===== config.mk =====
export PLATFORM = sky130hd
export DESIGN_NAME = audio_fir_sequencer
export DESIGN_NICKNAME = d
export VERILOG_FILES = /design/src/rtl/audio_fir_sequencer.sv
export SDC_FILE = /design/constraint.sdc
export NUM_CORES = 1
export LEC_CHECK = 0
export BUFFER_PORTS_ARGS = -buffer_cell sky130_fd_sc_hd__buf_2
export CORE_MARGIN = 10
export CORE_UTILIZATION = 38
export CTS_CLUSTER_SIZE = 24
export DETAILED_ROUTE_END_ITERATION = 6
export GPL_TIMING_DRIVEN = 0
export PLACE_DENSITY_LB_ADDON = 0.08
export SYNTH_ARGS = -nofsm -noshare
export SYNTH_HDL_FRONTEND = slang
export SYNTH_SLANG_ARGS = --single-unit
export TNS_END_PERCENT = 100

===== constraint.sdc =====
create_clock -name Clock -period 1.7 [get_ports Clock]
set_clock_uncertainty 0.05 [all_clocks]
set_input_delay 0.34 -clock Clock [delete_from_list [all_inputs] [get_ports Clock]]
set_output_delay 0.34 -clock Clock [all_outputs]
set_load 0.01 [all_outputs]

===== src/rtl/audio_fir_sequencer.sv =====
// Handshake sequencer between codec sample FIFOs and a stereo pair of N-tap moving-average filters.
// Define AUDIO_FIR_BYPASS_EN to route samples around the filters (filter strobes tied low).
module audio_fir_sequencer #(
    parameter int unsigned N = 1024,
    parameter int unsigned W = 24
) (
    input  logic         Clock,
    input  logic         Reset,
    input  logic         read_ready,
    output logic         read,
    input  logic [W-1:0] readdata_left,
    input  logic [W-1:0] readdata_right,
    input  logic         write_ready,
    output logic         write,
    output logic [W-1:0] writedata_left,
    output logic [W-1:0] writedata_right,
    output logic         filt_wren,
    output logic         filt_reen,
    output logic         filt_clear,
    output logic [W-1:0] filt_in_left,
    output logic [W-1:0] filt_in_right,
    input  logic [W-1:0] filt_out_left,
    input  logic [W-1:0] filt_out_right
);

`ifdef AUDIO_FIR_BYPASS_EN
    localparam bit BypassEn = 1'b1;
`else
    localparam bit BypassEn = 1'b0;
`endif

    localparam int unsigned CW = $clog2(N) + 1;
    localparam logic [CW-1:0] FullCount = CW'(N);

    typedef enum logic [1:0] {StClear, StIdle, StFeed, StDrain} state_e;

    state_e        state_q, state_d;
    logic [CW-1:0] fill_q, fill_d;
    logic [W-1:0]  sample_l_q, sample_l_d, sample_r_q, sample_r_d;
    logic [W-1:0]  hold_l_q, hold_l_d, hold_r_q, hold_r_d;
    logic          wren_q, wren_d, reen_q, reen_d, clear_q, clear_d;

    // read/write are pop/push strobes that must coincide with the ready they answer,
    // so they are decoded from the state register and the ready input in the same cycle.
    always_comb begin
        state_d    = state_q;
        fill_d     = fill_q;
        sample_l_d = sample_l_q;
        sample_r_d = sample_r_q;
        hold_l_d   = hold_l_q;
        hold_r_d   = hold_r_q;
        read       = 1'b0;
        write      = 1'b0;
        unique case (state_q)
            StClear: state_d = StIdle;
            StIdle: begin
                if (read_ready && !Reset) begin
                    read       = 1'b1;
                    sample_l_d = readdata_left;
                    sample_r_d = readdata_right;
                    state_d    = StFeed;
                end
            end
            StFeed: begin
                hold_l_d = BypassEn ? sample_l_q : filt_out_left;
                hold_r_d = BypassEn ? sample_r_q : filt_out_right;
                if (!BypassEn && fill_q != FullCount) begin
                    fill_d = fill_q + CW'(1);
                end
                state_d = StDrain;
            end
            StDrain: begin
                if (write_ready && !Reset) begin
                    write   = 1'b1;
                    state_d = StIdle;
                end
            end
            default: state_d = StClear;
        endcase
        // Filter strobes are registered to line up with the state they belong to.
        wren_d  = !BypassEn && (state_d == StFeed);
        reen_d  = !BypassEn && (state_d == StFeed) && (fill_q == FullCount);
        clear_d = !BypassEn && (state_d == StClear);
    end

    always_ff @(posedge Clock) begin
        if (Reset) begin
            state_q    <= StClear;
            fill_q     <= '0;
            sample_l_q <= '0;
            sample_r_q <= '0;
            hold_l_q   <= '0;
            hold_r_q   <= '0;
            wren_q     <= 1'b0;
            reen_q     <= 1'b0;
            clear_q    <= !BypassEn;
        end else begin
            state_q    <= state_d;
            fill_q     <= fill_d;
            sample_l_q <= sample_l_d;
            sample_r_q <= sample_r_d;
            hold_l_q   <= hold_l_d;
            hold_r_q   <= hold_r_d;
            wren_q     <= wren_d;
            reen_q     <= reen_d;
            clear_q    <= clear_d;
        end
    end

    assign filt_wren       = wren_q;
    assign filt_reen       = reen_q;
    assign filt_clear      = clear_q;
    assign filt_in_left    = sample_l_q;
    assign filt_in_right   = sample_r_q;
    assign writedata_left  = hold_l_q;
    assign writedata_right = hold_r_q;

endmodule


## Yosys cells after proc, flatten, opt, wreduce, memory -nomap -nowiden

Index checks and enable logic that the tools add are counted.

| cells by class | value |
|---|---|
| add/sub/neg operators | 1 |
| multiply operators | 0 |
| div/mod/pow operators | 0 |
| magnitude comparators | 0 |
| equality and inequality tests | 6 |
| shift-type cells | 0 |
| multiplexer cells | 7 |
| bitwise logic cells | 0 |
| reduce and logical (&&, ||, !) cells | 8 |

Operators with widths:

| cell | count |
|---|---|
| adder 11 x 1 -> 11 bit (second input constant) | 1 |
| equality test 11 bit (second input constant) | 1 |
| inequality test 11 bit (second input constant) | 1 |
| one-hot mux 2 bit (4 select lines) | 1 |
| equality test 2 bit (second input constant) | 3 |
| zero test 2 bit | 2 |
| 2-to-1 mux 1 bit | 4 |
| 2-to-1 mux 2 bit | 2 |
| AND reduction 2 bit | 2 |
| logical AND 1 bit | 3 |
| equality test 2 x 1 -> 1 bit (second input constant) | 1 |
| zero test 1 bit | 1 |

| storage, ports and cells | value |
|---|---|
| bits in registers | 112 |
| latch bits | 0 |
| bits in writable memories | 0 |
| memory bits (read-only) | 0 |
| input bits | 100 |
| output and inout bits | 101 |
| memories kept | 0 |

## Logic depth before layout (Yosys ltp)

Gate-level depths: netlist (run 1).

| logic depth | value |
|---|---|
| word-level depth | 6 |
| gate-level depth with buffers | 7 |
| mapped depth without buffers | 5 |

## Worst setup path before layout (run 1)

No wires, ideal clock.

| timing path | value |
|---|---|
| kind | in2out |
| from | in Reset |
| to | out read |
| arrival | 1101 ps |
| required time | 1310 ps |
| path slack | 209 ps |
| cell stages on the path | 4 |
| buffers on the path | 3 |
| path through | buf_2 nor4bb_1 buf_2 buf_2 |

| between the ends | value |
|---|---|
| cells in the longest elaborated chain, start to end | 4 |

Ends and longest elaborated chain:

| element | line | text |
|---|---|---|
| from (decl) | 8 | `input logic Reset,` |
| zero test 1 bit | 57 | `if (read_ready && !Reset) begin` |
| logical AND 1 bit | 57 |  |
| 2-to-1 mux 1 bit | 57 |  |
| 2-to-1 mux 1 bit | 54 | `unique case (state_q)` |
| to (decl) | 10 | `output logic read,` |

No other way between the ends.

## Worst setup path in the final report (run 1)

| timing path | value |
|---|---|
| from | reg state_q[1] |
| to | out read |

| between the ends | value |
|---|---|
| cells in the longest elaborated chain, start to end | 2 |

Ends and longest elaborated chain:

| element | line | text |
|---|---|---|
| from (decl) | 37 | `state_e state_q, state_d;` |
| from (signal assigned) | 88 | `state_q <= StClear;` |
| from (signal assigned) | 98 | `state_q <= state_d;` |
| equality test 2 x 1 -> 1 bit | 54 |  |
| 2-to-1 mux 1 bit | 54 |  |

No other way between the ends.

==> flow_summary.ini, run 1 <==
[outcome]
outcome = complete, no violations

[synthesis]
number_of_synthesized_flops_with_an_enable_pin = 0
synth_seq_area_share_pct = 52.7
synthesis.nets = 614
synth.avg_cell_area_sq_um = 8.31
synth.cell_area_sq_mm = 0.00426
synth-seq-cells = 112
ys.flop_type = sky130_fd_sc_hd__dfxtp_1
netlist_instances = 512
async_reset_ff_share_pct = 0
number_of_warnings_issued_by_yosys = 0
netlist-cell-type-count = 32

[hold_path]
min_path_type = in2reg

[cts]
number_of_h_tree_levels = 3
tritoncts = built
holdBufCountCts = 0
worst_skew_pair.late_latency_ns = 0.38
number_of_buffers_between_clock_root_and_the_deepest_sink = 2
cts_inserted_buffers = 9
number_of_sinks_on_the_clock_net = 112
worst_setup_hold_path_clk_slew_ns = 0.10
buffer_cell_driving_the_clock_tree_root = sky130_fd_sc_hd__clkbuf_8

[drt]
finalWirelength_um = 13200
post-route-drc-count = 0
drt_first_iter_violations = 188
detail_route.wl_per_cell_um = 15.2
via_per_inst = 4.77
drtAntennaViolNets = 0
dr.pass1.iters = 4
dr_total_vias = 4139

[flow_run]
drv.max_cap_violation_count = 0

[global_route]
gr-total-overflow = 0
grt_first_pass_wirelength_um = 20400
met2_usage_pct = 25.2
gr-usage-all-layers_pct = 15.6
grt_max_degree = 18
grt.busiest_layer = met2
gr_util_met1_pct = 17.6
use_met3_pct = 7.42
first_global_vias = 4049
grt_antenna_before_repair = 0

[timing]
final_critical_path_share_of_the_clock_period_pct = 95.4
worst_slack_ns = 0.0781
max_slew_margin_pct = 63.4
period_minus_slack_ns = 1.62
grt_setup_unrepaired = yes
finalHoldViolCount = 0
worst_slew_pin_slew_ns = 0.545
timing.setup.tns_ns = 0
fmax_ghz = 0.617
slew_violations = 0
setup_viol = 0

[pwr]
static-leakage-power_nw = 2.57
total_power_w = 0.00483
power_per_cell_area_mw_per_mm2 = 857
vdd_ir_drop_max_uv = 457

[placed_design]
place.port_buffers = 199
placement.setup.worst_slack_ns = -0.132
globalplace.congestion = 0.809
dpl_cell_area_sq_mm = 0.00543
place.detailed.hpwl_um = 10200

[finish]
final-seq-area_sq_mm = 0.00224
num_antenna_cells = 0
final_core_util_pct = 51.8
finish.net_count = 824
drive_above_1_share_pct = 34.7
finish.instance_area_sq_mm = 0.00564
area_of_combinational_cells_with_multiple_inputs_sq_mm = 0.00181
n_fill_cell = 1098
final_common_cell = sky130_fd_sc_hd__buf_2
layout_common_cells = 217 x sky130_fd_sc_hd__buf_2, 147 x sky130_fd_sc_hd__nand2_1, 111 x sky130_fd_sc_hd__dfxtp_1
layout-area-overhead-vs-synth_pct = 32.4

[die]
core_sq_mm = 0.0109
floorplan.die_area_sq_mm = 0.0158
initial_utilization_pct = 39.1
row_count = 38
top_level_ports = 201
floorplan.die.width_um = 126
die_h_um = 126

[critical_path]
required_ns = 1.31
critPathCaptureType = output pin
timing.critical_path.from_type = register
cp_data_arrival_time_ns = 1.23
worst-setup-path-type = reg2out
worstPathMaxFanout = 2
[worst paths after layout]
| check | depth (start not counted) | end | slack [ns] | startpoint |
|---|---|---|---|---|
| min reg2reg | 2 | writedata_left[19] | 0.40 | writedata_left[19] |
| max | 3 | read | 0.08 | state_q[1] |
| max reg2reg | 6 | fill_q[2] | 0.13 | state_q[1] |
| min | 3 | filt_in_right[0] | 0.10 | readdata_right[0] |
[layer usage]
| metal | vias to the layer above | share of wire (%) | routed length [um] |
|---|---|---|---|
| met2 | 143 | 46 | 6010 |
| met5 | - | 0 | 0 |
| met4 | 0 | 1.6 | 212 |
| met3 | 14 | 10 | 1320 |
| met1 | 1886 | 43 | 5650 |
| li1 | 2096 | - | - |
[state kept, by name (all words and copies together), names as in the netlist]
register and cells:
state_q 2, writedata_right 24, filt_in_left 24, fill_q 11, writedata_left 24, filt_in_right 24, filt_reen 1, filt_wren 1
filt_clear 1
[power by group]
| part | switching (W) | internal [W] | total, W |
|---|---|---|---|
| Sequential | 0.0000540 | 0.00273 | 0.00279 |
| Clock | 0.000891 | 0.000569 | 0.00146 |
| Combinational | 0.000319 | 0.000266 | 0.000585 |
| Total | 0.00126 | 0.00357 | 0.00483 |
[cell families after synthesis]
family          share of synthesized area [%]
buf+inv                                  5.09
simple gates                             27.0
fa+ha+maj                               0.588
compound gates                           14.1
mux                                     0.529
flops                                    52.7
[worst max-delay path, stage by stage (launching register included)]
cell	delay, ns
sky130_fd_sc_hd__dfxtp_2	0.34
sky130_fd_sc_hd__nor4bb_2	0.25
sky130_fd_sc_hd__buf_4	0.17
sky130_fd_sc_hd__buf_6	0.10
[through the flow]
step | hold WS, ns | cells
after global routing | 0.0858 | 867
after floorplan | 0.399 | 512
after detailed placement | 0.393 | 851
after global placement | 0.389 | 851
final | 0.101 | 867
after CTS | 0.0736 | 867
[cell usage after synthesis (3+ instances only)]
library cell | n | area (sq um)
sky130_fd_sc_hd__inv_1 | 6 | 22.5
sky130_fd_sc_hd__nor4_1 | 3 | 18.8
sky130_fd_sc_hd__nand3_1 | 4 | 20.0
sky130_fd_sc_hd__nor2b_1 | 5 | 31.3
sky130_fd_sc_hd__dfxtp_1 | 112 | 2240
sky130_fd_sc_hd__nor2_1 | 6 | 22.5
sky130_fd_sc_hd__clkbuf_2 | 4 | 20.0
sky130_fd_sc_hd__nand2_1 | 147 | 552
sky130_fd_sc_hd__a21oi_1 | 56 | 280
sky130_fd_sc_hd__nand2b_1 | 51 | 319
sky130_fd_sc_hd__o31ai_1 | 3 | 22.5
sky130_fd_sc_hd__or4_1 | 4 | 30.0
sky130_fd_sc_hd__nor4bb_1 | 3 | 30.0
sky130_fd_sc_hd__o21ai_0 | 51 | 255
sky130_fd_sc_hd__or3_1 | 3 | 18.8
sky130_fd_sc_hd__clkbuf_1 | 10 | 37.5
sky130_fd_sc_hd__buf_2 | 22 | 110
[area by class of cell]
class / instances / share of cell area, %
well taps: 140 / 3.11
plain buffers: 38 / 3.51
clock buffers: 11 / 2.51
inverters: 6 / 0.400
clock inverters: 5 / 0.577
repair buffers: 200 / 18.0
flip-flops and latches: 112 / 39.8
multi-input cells: 355 / 32.1
[repair_timing]
| item | in CTS | in global routing |
|---|---|---|
| endpoints found under the setup margin | 1 | 11 |
| gates resized for setup | 1 | 11 |
| pin swaps | 0 | 1 |
| buffers inserted | 1 | 0 |
Power figures use the tool's default switching activity.
==> run 2: changes to the inputs <==
==> constraint.sdc (replaced) <==
create_clock -name Clock -period 1.7 [get_ports Clock]
set_clock_uncertainty 0.05 [all_clocks]
set_input_delay 0.085 -clock Clock [delete_from_list [all_inputs] [get_ports Clock]]
set_output_delay 0.085 -clock Clock [all_outputs]
set_load 0.01 [all_outputs]
==> run 2 against run 1 <==
Net effect:
- hold slack improved by 0.049 ns
- clock power barely moved
- non-clock buffer count is 101 higher
- core utilization is 9.1 points higher
- first-iteration DRC count up 22%
- via count grew 10%
==> flow_summary.ini, run 2 (same netlist as run 1, synthesis figures left out) <==
[die]
floorplan.die.width_um = 126
top_level_ports = 201
core_sq_mm = 0.0109
initial_utilization_pct = 39.1
floorplan.die_area_sq_mm = 0.0158
die_h_um = 126
row_count = 38

[finish]
final_core_util_pct = 60.9
n_fill_cell = 966
finish.net_count = 925
layout_common_cells = 219 x sky130_fd_sc_hd__buf_2, 147 x sky130_fd_sc_hd__nand2_1, 112 x sky130_fd_sc_hd__dfxtp_1
instances_no_fill = 969
layout-area-overhead-vs-synth_pct = 55.7
final_common_cell = sky130_fd_sc_hd__buf_2
drive_above_1_share_pct = 30.2

[drt]
m1WireLength_um = 5980
drt_first_iter_violations = 229
post-route-drc-count = 0
dr.pass1.iters = 5
met3RoutedLength_um = 1280
dr_total_vias = 4570
detail_route.wl_per_cell_um = 14.9
drtAntennaViolNets = 0
via_per_inst = 4.72
wl_met2_um = 6720
finalWirelength_um = 14500
route.top_layer_used = met4

[timing]
finalHoldViolCount = 0
timing.setup.tns_ns = 0
worst_slew_pin_slew_ns = 0.568
setup_viol = 0
period_minus_slack_ns = 1.60
max_slew_margin_pct = 61.6
final_critical_path_share_of_the_clock_period_pct = 94.1
fmax_ghz = 0.625
grt_setup_unrepaired = no
slew_violations = 0

[cts]
number_of_sinks_on_the_clock_net = 112
buffer_cell_driving_the_clock_tree_root = sky130_fd_sc_hd__clkbuf_8
number_of_buffers_between_clock_root_and_the_deepest_sink = 2
tritoncts = built
worst_skew_pair.late_latency_ns = 0.38
worst_setup_hold_path_clk_slew_ns = 0.10
cts_inserted_buffers = 9
number_of_h_tree_levels = 3

[global_route]
grt_antenna_before_repair = 1
gr-total-overflow = 0
first_global_vias = 4561
gr-usage-all-layers_pct = 17.3
grt_max_degree = 19
grt_first_pass_wirelength_um = 22700

[critical_path]
cp_max_stage_delay_ns = 0.58
cp_data_arrival_time_ns = 1.83
crit_slowest_cell = sky130_fd_sc_hd__nor4b_1
worst-setup-path-type = reg2reg
worstPathMaxFanout = 6
timing.critical_path.cells = nor4b_1 -> nand3_1 -> a41o_1
timing.critical_path.from_type = register
critical-path-top-delay-family = simple AND/OR/NAND/NOR gates
crit_buf_inv = 0
critPathCaptureType = register
required_ns = 1.93

[placed_design]
placedCellCount = 851
place.port_buffers = 199
place.detailed.hpwl_um = 10200
globalplace.congestion = 0.809

[pwr]
vdd_ir_drop_max_uv = 474
total_power_w = 0.00503
power_per_cell_area_mw_per_mm2 = 759
static-leakage-power_nw = 2.99

[flow_run]
drv.max_cap_violation_count = 0

[outcome]
outcome = complete, no violations

[hold_path]
min_path_type = in2reg
run 2: cell types whose count changed in the layout (fill, tap and decap cells not counted):
| cell | delta |
|---|---|
| sky130_fd_sc_hd__buf_2 | +2 |
| sky130_fd_sc_hd__buf_4 | +1 |
| sky130_fd_sc_hd__buf_6 | -2 |
| sky130_fd_sc_hd__clkbuf_1 | +1 |
| sky130_fd_sc_hd__clkbuf_2 | -1 |
| sky130_fd_sc_hd__dfxtp_1 | +1 |
| sky130_fd_sc_hd__dfxtp_2 | -1 |
| sky130_fd_sc_hd__diode_2 | +1 |
| sky130_fd_sc_hd__dlygate4sd3_1 | +100 |
| sky130_fd_sc_hd__nor4bb_1 | +1 |
| sky130_fd_sc_hd__nor4bb_2 | -1 |
run 2: layer usage:
layer / vias to the layer above / global-route usage (%)
met5: - / 0
met4: 0 / 8.37
met3: 30 / 6.96
met2: 156 / 28.5
met1: 2079 / 19.1
li1: 2305 / -
run 2: timing repair:
item / in CTS / in global routing
hold buffers: 100 / 0
endpoints found under the setup margin: 1 / 4
cloned: 0 / 0
buffers inserted: 0 / 2
endpoints found under the hold margin: 99 / 0
resized for setup: 1 / 3
run 2: path summary, 6_finish.rpt:
| kind | endpoint | start | slack, ns | depth (start not counted) |
|---|---|---|---|---|
| worst max-delay path | fill_q[2] | fill_q[2] | 0.10 | 3 |
| worst max register to register | fill_q[2] | fill_q[2] | 0.10 | 3 |
| worst min-delay path | fill_q[1] | Reset | 0.15 | 4 |
| worst min register to register | writedata_left[19] | writedata_left[19] | 0.40 | 2 |
run 2: area by class of cell:
type | instances | area (sq um) | area share, %
well taps | 140 | 175 | 2.64
diodes | 1 | 2.50 | 0.0378
multi-input cells | 355 | 1800 | 27.2
clock inverters | 5 | 32.5 | 0.491
clock buffers | 11 | 141 | 2.13
flip-flops and latches | 112 | 2240 | 33.8
inverters | 6 | 22.5 | 0.340
plain buffers | 38 | 194 | 2.93
repair buffers | 301 | 2010 | 30.4
run 2: power by group:
part / leakage [nW] / internal [W] / switching (W)
clock: 0.0813 / 0.000570 / 0.000901
sequential: 0.911 / 0.00273 / 0.0000541
combinational: 2.00 / 0.000414 / 0.000356
total: 2.99 / 0.00372 / 0.00131
run 2: through the flow:
step	area [sq um]	hold slack (ns)	worst slack [ns]
after detailed placement	5430	0.235	0.0982
after global placement	5430	0.230	0.124
after floorplan	4260	0.144	0.278
after global routing	6630	0.237	0.00280
final	6630	0.151	0.101
after CTS	6600	0.137	0.0731
run 2: tightest hold or removal path: stages:
cell	delay, ns
sky130_fd_sc_hd__buf_2	0.19
sky130_fd_sc_hd__nor4bb_1	0.10
sky130_fd_sc_hd__o21ai_0	0.08
sky130_fd_sc_hd__nand3_1	0.06
